$ cat src/rtl/cpu_trace_decoder_pkg.sv
// Shared definitions for the 65C02 trace decoder: prefix codes, addressing
// classes and the operand-length helpers used by the capture FSM.
package cpu_trace_pkg;

    localparam logic [2:0] PFX_NONE   = 3'd0;
    localparam logic [2:0] PFX_A24    = 3'd1;
    localparam logic [2:0] PFX_R16    = 3'd2;
    localparam logic [2:0] PFX_R24    = 3'd3;
    localparam logic [2:0] PFX_A24R16 = 3'd4;
    localparam logic [2:0] PFX_A24R24 = 3'd5;
    localparam logic [2:0] PFX_BAD    = 3'd7;

    typedef enum logic [2:0] {
        CLS_IMPL,
        CLS_REL,
        CLS_ZP,
        CLS_IMM,
        CLS_ABS
    } addrClass_e;

    // 0F is an ordinary opcode; every other xF byte is a prefix.
    function automatic logic isPrefix(input logic [7:0] b);
        return (b[3:0] == 4'hF) && (b != 8'h0F);
    endfunction

    function automatic logic [2:0] prefixCode(input logic [7:0] b);
        case (b)
            8'h1F:   return PFX_A24;
            8'h4F:   return PFX_R16;
            8'h8F:   return PFX_R24;
            8'h5F:   return PFX_A24R16;
            8'h9F:   return PFX_A24R24;
            default: return PFX_BAD;
        endcase
    endfunction

    // Column-oriented decode of the 65C02 opcode map.
    function automatic addrClass_e opClass(input logic [7:0] op);
        case (op[3:0])
            4'h0: begin
                if (op[4]) return CLS_REL;
                case (op[7:4])
                    4'h0, 4'h4, 4'h6: return CLS_IMPL;
                    4'h2:             return CLS_ABS;
                    4'h8:             return CLS_REL;
                    default:          return CLS_IMM;
                endcase
            end
            4'h1, 4'h4, 4'h5, 4'h6, 4'h7: return CLS_ZP;
            4'h2: begin
                if (op[4]) return CLS_ZP;
                return (op == 8'hA2) ? CLS_IMM : CLS_IMPL;
            end
            4'h9:             return op[4] ? CLS_ABS : CLS_IMM;
            4'hC, 4'hD, 4'hE: return CLS_ABS;
            default:          return CLS_IMPL;
        endcase
    endfunction

    function automatic logic [1:0] addrWidth(input logic [2:0] pfx);
        return (pfx == PFX_A24 || pfx == PFX_A24R16 || pfx == PFX_A24R24) ? 2'd3 : 2'd2;
    endfunction

    function automatic logic [1:0] regWidth(input logic [2:0] pfx);
        if (pfx == PFX_R16 || pfx == PFX_A24R16) return 2'd2;
        if (pfx == PFX_R24 || pfx == PFX_A24R24) return 2'd3;
        return 2'd1;
    endfunction

    function automatic logic [1:0] need(input addrClass_e cls, input logic [1:0] aw,
                                        input logic [1:0] rw);
        case (cls)
            CLS_REL, CLS_ZP: return 2'd1;
            CLS_IMM:         return rw;
            CLS_ABS:         return aw;
            default:         return 2'd0;
        endcase
    endfunction

endpackage

$ cat src/rtl/cpu_trace_decoder_fifo.sv
// Synchronous record FIFO with a registered head so the drain port is flop-driven.
module trace_fifo #(
    parameter int DEPTH = 16,
    parameter int W     = 8
) (
    input  logic                   clk_i,
    input  logic                   rst_i,
    input  logic                   push_i,
    input  logic [W-1:0]           data_i,
    input  logic                   pop_i,
    output logic                   valid_o,
    output logic [W-1:0]           data_o,
    output logic                   full_o,
    output logic [$clog2(DEPTH):0] level_o
);

    localparam int PW = $clog2(DEPTH);

    logic [W-1:0]  mem [DEPTH];
    logic [PW-1:0] wrPtr_q, rdPtr_q, wrPtr_d, rdPtr_d;
    logic [PW:0]   count_q, count_d;
    logic [W-1:0]  head_q, head_d;
    logic          valid_q;
    logic          doPop, doWrite;

    always_comb begin
        full_o  = (count_q == (PW+1)'(DEPTH));
        doPop   = pop_i && valid_q;
        doWrite = push_i && (!full_o || doPop);
        rdPtr_d = doPop   ? rdPtr_q + PW'(1) : rdPtr_q;
        wrPtr_d = doWrite ? wrPtr_q + PW'(1) : wrPtr_q;
        count_d = count_q;
        if (doWrite && !doPop) count_d = count_q + (PW+1)'(1);
        if (!doWrite && doPop) count_d = count_q - (PW+1)'(1);
        // When the FIFO drains to the slot being written, the new head bypasses memory.
        head_d = (doWrite && (rdPtr_d == wrPtr_q)) ? data_i : mem[rdPtr_d];
    end

    always_ff @(posedge clk_i) begin
        if (doWrite) mem[wrPtr_q] <= data_i;
    end

    always_ff @(posedge clk_i) begin
        if (rst_i) begin
            wrPtr_q <= '0;
            rdPtr_q <= '0;
            count_q <= '0;
            valid_q <= 1'b0;
            head_q  <= '0;
        end else begin
            wrPtr_q <= wrPtr_d;
            rdPtr_q <= rdPtr_d;
            count_q <= count_d;
            valid_q <= (count_d != '0);
            head_q  <= (count_d != '0) ? head_d : '0;
        end
    end

    assign valid_o = valid_q;
    assign data_o  = head_q;
    assign level_o = count_q;

endmodule

$ cat src/rtl/cpu_trace_decoder.sv
// Passive 65C02 fetch-stream monitor: builds one record per instruction and
// queues it in a trace FIFO.
module cpu_trace_decoder
    import cpu_trace_pkg::*;
#(
    parameter int DEPTH = 16,
    parameter int AW    = 24,
    parameter int CYCW  = 16,
    parameter int DROPW = 16
) (
    input  logic                   clk,
    input  logic                   RST,
    input  logic                   en,
    input  logic                   sync,
    input  logic                   RDY,
    input  logic [AW-1:0]          AB,
    input  logic [7:0]             DI,
    output logic                   out_valid,
    input  logic                   out_ready,
    output logic [AW-1:0]          out_pc,
    output logic [7:0]             out_opcode,
    output logic [2:0]             out_pfx,
    output logic [23:0]            out_operand,
    output logic [1:0]             out_nops,
    output logic                   out_trunc,
    output logic [CYCW-1:0]        out_cycle,
    output logic [DROPW-1:0]       dropped,
    output logic [$clog2(DEPTH):0] level
);

    localparam int RECW = AW + 8 + 3 + 24 + 2 + 1 + CYCW;

    typedef enum logic [1:0] {IDLE, PFX, OPS, PUSH} state_e;

    state_e           state_q;
    logic [AW-1:0]    pc_q;
    logic [7:0]       opcode_q;
    logic [2:0]       pfx_q;
    logic [23:0]      operand_q;
    logic [1:0]       nops_q, need_q;
    logic [CYCW-1:0]  stamp_q, cycle_q;
    logic [DROPW-1:0] dropped_q;

    logic             fetch, operandHit, pushValid, fifoFull, popValid;
    logic [2:0]       startPfx;
    logic [1:0]       newNeed;
    logic [RECW-1:0]  pushData, headData;

    always_comb begin
        fetch      = sync && RDY;
        startPfx   = (state_q == PFX) ? pfx_q : PFX_NONE;
        newNeed    = need(opClass(DI), addrWidth(startPfx), regWidth(startPfx));
        operandHit = RDY && !sync && (AB == pc_q + AW'(nops_q) + AW'(1));
        // A fetch while operands are still outstanding flushes the partial record.
        pushValid  = (state_q == PUSH) || (state_q == OPS && fetch);
        pushData   = {pc_q, opcode_q, pfx_q, operand_q, nops_q, (state_q == OPS), stamp_q};
        popValid   = out_valid && out_ready;
    end

    always_ff @(posedge clk) begin
        if (RST) begin
            state_q   <= IDLE;
            pc_q      <= '0;
            opcode_q  <= '0;
            pfx_q     <= PFX_NONE;
            operand_q <= '0;
            nops_q    <= '0;
            need_q    <= '0;
            stamp_q   <= '0;
        end else begin
            case (state_q)
                PUSH: state_q <= IDLE;
                PFX:  if (!en) state_q <= IDLE;
                OPS: begin
                    if (fetch) begin
                        state_q <= IDLE;
                    end else if (operandHit) begin
                        case (nops_q)
                            2'd0:    operand_q[7:0]   <= DI;
                            2'd1:    operand_q[15:8]  <= DI;
                            default: operand_q[23:16] <= DI;
                        endcase
                        nops_q <= nops_q + 2'd1;
                        if (nops_q + 2'd1 == need_q) state_q <= PUSH;
                    end
                end
                default: ;
            endcase
            // Any enabled fetch starts a new prefix or record, whatever the state.
            if (fetch && en) begin
                if (isPrefix(DI)) begin
                    pfx_q   <= prefixCode(DI);
                    state_q <= PFX;
                end else begin
                    pc_q      <= AB;
                    opcode_q  <= DI;
                    pfx_q     <= startPfx;
                    stamp_q   <= cycle_q;
                    operand_q <= '0;
                    nops_q    <= '0;
                    need_q    <= newNeed;
                    state_q   <= (newNeed == 2'd0) ? PUSH : OPS;
                end
            end
        end
    end

    always_ff @(posedge clk) begin
        if (RST) begin
            cycle_q   <= '0;
            dropped_q <= '0;
        end else begin
            cycle_q <= cycle_q + CYCW'(1);
            if (pushValid && fifoFull && !popValid && dropped_q != '1)
                dropped_q <= dropped_q + DROPW'(1);
        end
    end

    trace_fifo #(
        .DEPTH (DEPTH),
        .W     (RECW)
    ) u_fifo (
        .clk_i   (clk),
        .rst_i   (RST),
        .push_i  (pushValid),
        .data_i  (pushData),
        .pop_i   (out_ready),
        .valid_o (out_valid),
        .data_o  (headData),
        .full_o  (fifoFull),
        .level_o (level)
    );

    assign {out_pc, out_opcode, out_pfx, out_operand, out_nops, out_trunc, out_cycle} = headData;
    assign dropped = dropped_q;

endmodule

$ cat config.mk
export PLATFORM = sky130hd
export DESIGN_NAME = cpu_trace_decoder
export DESIGN_NICKNAME = d
export VERILOG_FILES = /design/src/rtl/cpu_trace_decoder_pkg.sv /design/src/rtl/cpu_trace_decoder_fifo.sv /design/src/rtl/cpu_trace_decoder.sv
export SDC_FILE = /design/constraint.sdc
export NUM_CORES = 2
export LEC_CHECK = 0
export CAP_MARGIN = 15
export CORE_MARGIN = 2
export CORE_UTILIZATION = 55
export DETAILED_ROUTE_END_ITERATION = 12
export PLACE_DENSITY_LB_ADDON = 0.25
export SLEW_MARGIN = 20
export SYNTH_ARGS = -nofsm -noshare
export SYNTH_HDL_FRONTEND = slang
export SYNTH_SLANG_ARGS = --single-unit
$ cat constraint.sdc
create_clock -name clk -period 13.87 [get_ports clk]
set_input_delay 4.161 -clock clk [delete_from_list [all_inputs] [get_ports clk]]
set_output_delay 4.161 -clock clk [all_outputs]
set_load 0.05 [all_outputs]
# --- Word-level counts from Yosys, hierarchy flattened ---
# Memory sizes are Yosys's and may differ from the RTL's. A register that Yosys moved wholly into a read port is not among the register bits.
# Index checks and enable logic that the tools add are counted.
# Widths: inputs -> output; s select.
totals:
  ff_bits: 127
  ram_bits: 1248
  input_bits: 38
  elab_cells: 154
  memories: 1
op_classes:
  addsub: 9
  n_eq_ne: 42
  n_mux: 49
  bitwise: 2
  n_reduce_logical: 37
memory_table:
  columns: ["name", "words", "word_bits", "rd", "rd_ports_with_merged_regs", "write_ports", "line", "source"]
  rows:
  - ["u_fifo.mem", 16, 78, 1, 1, 1, "cpu_trace_decoder_fifo.sv:19", "logic [W-1:0] mem [DEPTH];"]
op_table:
  columns: ["operator", "count"]
  rows:
  - ["$mux 24", 5]
  - ["$add 16x1->16 const B", 2]
  - ["$mux 2", 16]
  - ["$pmux 3 s5", 2]
  - ["$add 24x1->24 const B", 1]
  - ["$add 24x2->24", 1]
  - ["$eq 24x24->1", 1]
  - ["$eq 4x3->1 const B", 6]
  - ["$eq 4x4->1 const B", 6]
  - ["$eq 8x8->1 const B", 3]
  - ["$mux 8", 3]
  - ["$mux 3", 7]
  - ["$eq 8x7->1 const B", 2]
  - ["$ne 16x16->1 const B", 1]
  - ["$logic_and 1x1->1", 13]
  - ["$eq 3x2->1 const B", 4]
  - ["$pmux 2 s3", 2]
  - ["$mux 1", 10]
  - ["$mux 5", 2]
  - ["$eq 3x3->1 const B", 3]
  - ["$pmux 3 s3", 1]
  - ["$add 4x1->4 const B", 2]
  - ["$eq 4x2->1 const B", 2]
  - ["$eq 8x5->1 const B", 1]
  - ["25 further kinds", 43]

# --- Depth between registers and ports, before layout ---
depth:
  word_depth: 13
  mapped_depth: 13

# --- Modules after synthesis ---
# From an unflattened synthesis, not the netlist that was laid out.
hier_totals:
  hier_cells: 4879
  hier_area_um2: 66311.1
by_module_without_submodules:
  columns: ["module", "instances", "cells_per_inst", "area_per_inst_um2"]
  rows:
  - ["trace_fifo", 1, 4162, 60505.5]
  - ["cpu_trace_decoder", 1, 717, 5805.6]

# --- Worst setup path before layout ---
# OpenSTA, ideal clock, no wires.
synth_timing:
  path_type: "in2reg"
  from: "input port out_ready"
  to: "memory u_fifo.mem[3][0] in the netlist's numbering (enable)"
  setup_time_ns: 0.610
  arrival_time_ns: 10.440
  t_required_ns: 13.260
  path_slack_ns: 2.820
  path_stages: 6
  n_path_buf: 1
  path_cell_list: "and2_1 > clkbuf_1 > nor2_1 > nor2_1 > nand2_1 > nor3_1"
synth_between:
  elab_chain_len: 5
synth_lines:
  columns: ["element", "line", "source"]
  rows:
  - ["from (decl)", "cpu_trace_decoder.sv:19", "input logic out_ready,"]
  - ["$logic_and 1x1->1", "cpu_trace_decoder_fifo.sv:28", "doPop = pop_i && valid_q;"]
  - ["$logic_or 1x1->1", "cpu_trace_decoder_fifo.sv:29", "doWrite = push_i && (!full_o || doPop);"]
  - ["$logic_and 1x1->1", "cpu_trace_decoder_fifo.sv:29", null]
  - ["$mux 1", "cpu_trace_decoder_fifo.sv:40", "if (doWrite) mem[wrPtr_q] <= data_i;"]
  - ["$mux 1 (not written as such)", "cpu_trace_decoder_fifo.sv:40", null]
  - ["to (decl)", "cpu_trace_decoder_fifo.sv:19", null]
# No other way between the ends.

# --- Worst setup path in the final report ---
layout_timing:
  from: "input port out_ready"
  to: "memory u_fifo.mem[7][65] in the netlist's numbering (enable)"
# The elaborated chain is that of the path after synthesis.

==> flow_metrics.py <==
metrics = {
    "layout": {
        "final_common_cell": "edfxtp_1",
        "register_area_mm2": 0.04158,
        "area.growth.synth_to_final_pct": 13.66,
        "drive_gt1_frac": 0.2181,
        "fin_cells": 4452,
        "antennaDiodeCount": 0,
        "multiInputGateArea_mm2": 0.01358,
        "final_nets": 3090,
        "num-fill-cells": 6743,
        "layout_common_cells": "1248 x edfxtp_1, 390 x mux4_2, 315 x nand2_1, 205 x dfxtp_1, 145 x clkbuf_16",
    },
    "grt": {
        "grt_use_total": 0.2560,
        "antenna_found_initial": 3,
        "first_global_vias": 29384,
        "grt_pass1_wl_um": 192600,
        "grt_max_degree": 168,
        "globalRouteOverflowTotal": 0,
    },
    "setup_path": {
        "worst-path-max-fanout": 31,
        "timing.rr.end": "u_fifo.mem[7][65]$_DFFE_PP_",
        "cp-start-kind": "input pin",
        "reg2reg_depth": 9,
        "crit_path_end_kind": "register",
        "worstSetupPathType": "input pin to register",
        "cp_data_required_time_ns": 14.23,
        "rrSetupSlack_ns": 9.35,
        "r2r-start": "u_fifo.level_o[0]$_SDFF_PP0_",
        "cp.arrival_ns": 8.10,
    },
    "floorplan": {
        "core_mm2": 0.1001,
        "die_y_um": 322.1,
        "start_util": 0.5558,
        "die_x_um": 322.1,
        "ioPinCount": 138,
        "rows": 116,
        "dieArea_mm2": 0.1038,
    },
    "placed_design": {
        "hpwl_um": 65550,
        "dp.cells": 4189,
        "port_buffers": 137,
        "pre_cts_slack_ns": 5.442,
        "place.gp.congestion": 0.7979,
    },
    "clock_network": {
        "cts_buffer_depth": 3,
        "cts_tree": "yes",
        "clkLatencyLatePin_ns": 0.75,
        "clock_tree.root_cell": "clkbuf_16",
        "htreeDepth": 4,
        "clock_sinks": 1453,
        "cts_resized": 0,
        "cts_buffers": 142,
        "clkTransAtPathRegs_ns": 0.06,
        "hold_buffers": 0,
        "cts_setup_buffers": 0,
    },
    "sta": {
        "setup-violations-final": 0,
        "worstMarginPinSlew_ns": 1.093,
        "rsz0062_at_grt": "false",
        "finalSetupTns_ns": 0,
        "fmax_ghz": 0.1294,
        "hold_viol": 0,
        "slew_headroom": 0.2598,
        "skew_ns": 0.03145,
        "slew_viol_final": 0,
        "layout_min_cycle_time_ns": 7.730,
        "setup_slack_ns": 6.140,
        "period_share": 0.5573,
    },
    "logic_synthesis": {
        "yosysTopAreaCellShare": 0.6732,
        "synth_enable_flop_cells": 1248,
        "synth_area_per_cell_um2": 19.49,
        "ys_ff_latch": 1453,
        "synth_fp_nets": 2911,
        "synthCells": 2856,
        "synth_top_cell_by_area": "edfxtp_1",
        "yosysWarnings": 0,
        "mappedNetlistArea_mm2": 0.05566,
        "ys_types": 62,
        "async_flop_share": 0,
        "synth_seq_area_share": 0.7470,
        "synth.area.top_cells": "edfxtp_1 67%, mux4_2 16%, dfxtp_1 7.4%",
        "ys.flop_type": "edfxtp_1",
    },
    "hold_path": {
        "hp-start": "cycle_q[15]$_SDFF_PP0_",
        "worstHoldPathCells": 2,
        "hp-class": "register to register",
        "hold-path-endpoint": "stamp_q[15]$_SDFFE_PP0P_",
    },
    "pwr": {
        "p_sw_frac": 0.2688,
        "p_clk_frac": 0.345,
        "powerDensity_mw_per_mm2": 171.5,
        "internal_power_mw": 7.933,
        "switchingPower_mw": 2.917,
        "p_comb_frac": 0.199,
        "worst_ir_drop_vdd_mv": 0.1968,
        "p_leak_nw": 21.56,
        "power_mw": 10.85,
        "sequentialPowerShare": 0.457,
    },
    "route": {
        "routed_wl_um": 129500,
        "dr.pass1.iters": 5,
        "antenna_left": 0,
        "initialDrtViolationCount": 3694,
        "avgViaCountPerCell": 6.368,
        "wire_per_inst_um": 29.09,
        "drc_errors": 0,
        "num_vias": 28351,
    },
    "flow_run": {
        "max_cap_viol_count": 0,
    },
    "run_status": {
        "status": "finished, final reports clean",
    },
}
[cell usage after synthesis (all sizes together), types with 2 or more instances]
master / count
a211oi: 3
a21oi: 138
a221oi: 3
a22oi: 3
a31oi: 2
a41o: 3
and2: 3
and3: 12
and4: 5
buf: 47
clkbuf: 108
dfxtp: 205
edfxtp: 1248
ha: 17
inv: 20
mux2i: 34
mux4: 390
nand2: 318
nand2b: 5
nand3: 28
nand3b: 4
nand4: 13
nand4bb: 2
nor2: 86
nor2b: 6
nor3: 14
nor3b: 3
nor4: 9
nor4b: 2
o2111ai: 2
o211ai: 4
o21a: 3
o21ai: 17
o22ai: 2
o311ai: 2
o31ai: 2
or3: 9
xnor2: 34
xor2: 40
[metal layers]
layer / wire (µm) / vias up / track usage
li1: - / 11805 / -
met1: 51830 / 14934 / 0.3620
met2: 63840 / 1384 / 0.4145
met3: 10840 / 226 / 0.04841
met4: 2961 / 2 / 0.07124
met5: 13 / - / 0
[power by group through the flow]
stage / clock network [mW] / registers [mW] / logic (mW)
floorplan: 0 / 5.36 / 1.25
global placement: 0 / 5.04 / 2.17
detailed placement: 0 / 5.05 / 2.18
CTS: 3.79 / 4.96 / 2.19
global route: 3.97 / 4.96 / 2.29
finish: 3.74 / 4.95 / 2.16
[registers in the layout, summed over array words and instances, names as in the netlist]
register	count
u_fifo.rdPtr_q	4
cycle_q	16
stamp_q	16
need_q	2
u_fifo.wrPtr_q	4
opcode_q	8
pc_q	24
pfx_q	3
u_fifo.mem	1248
operand_q	24
dropped	16
state_q	2
u_fifo.valid_o	1
u_fifo.data_o	78
nops_q	2
u_fifo.level_o	5
[through the flow]
step	area [µm²]	hold WS [ns]	utilization
after floorplan	55660	0.4373	-
after global placement	58690	0.4684	0.5860
after detailed placement	58730	0.4661	0.5865
after CTS	63270	0.4692	0.6318
after global routing	63270	0.4868	0.6318
final	63270	0.4698	0.6318
[cells by family after synthesis]
family | Yosys count | share of synthesized area
XOR/XNOR | 74 | 0.01164
multiplexers | 425 | 0.1641
AND/OR/NAND/NOR | 520 | 0.04120
flip-flops | 1453 | 0.7470
adder cells (fa/ha/maj) | 17 | 0.003821
AO/OA/AOI/OAI | 192 | 0.01956
buffers and inverters | 175 | 0.01270
[worst max-delay path, cell delays in order]
cell and delay (ns):
clkdlybuf4s50_1 0.49, and2_1 0.28, nor2_1 0.12, nor2_1 0.52, nand2_1 0.41, nor2_4 0.89
buf_4 0.58, buf_4 0.59
[cell type report]
type                    count  area share
repair buffers            190     0.02962
multi-input cells        1228      0.2146
clock buffers             196     0.06164
inverters                  20    0.001187
flip-flops and latches   1453      0.6572
well taps                1298     0.02567
clock inverters            67     0.01003
[worst max path at each step]
| stage | start | cells after the start | slack, ns | endpoint |
|---|---|---|---|---|
| after global routing | out_ready | 8 | 5.92 | u_fifo.mem[7][65]$_DFFE_PP_ |
| after global placement | out_ready | 8 | 5.53 | u_fifo.mem[7][65]$_DFFE_PP_ |
| final | out_ready | 8 | 6.14 | u_fifo.mem[7][65]$_DFFE_PP_ |
| after CTS | out_ready | 8 | 6.21 | u_fifo.mem[7][65]$_DFFE_PP_ |
| after floorplan | out_ready | 6 | 2.82 | u_fifo.mem[3][0]$_DFFE_PP_ |
| after detailed placement | out_ready | 8 | 5.44 | u_fifo.mem[7][64]$_DFFE_PP_ |
Power figures use the tool's default switching activity.
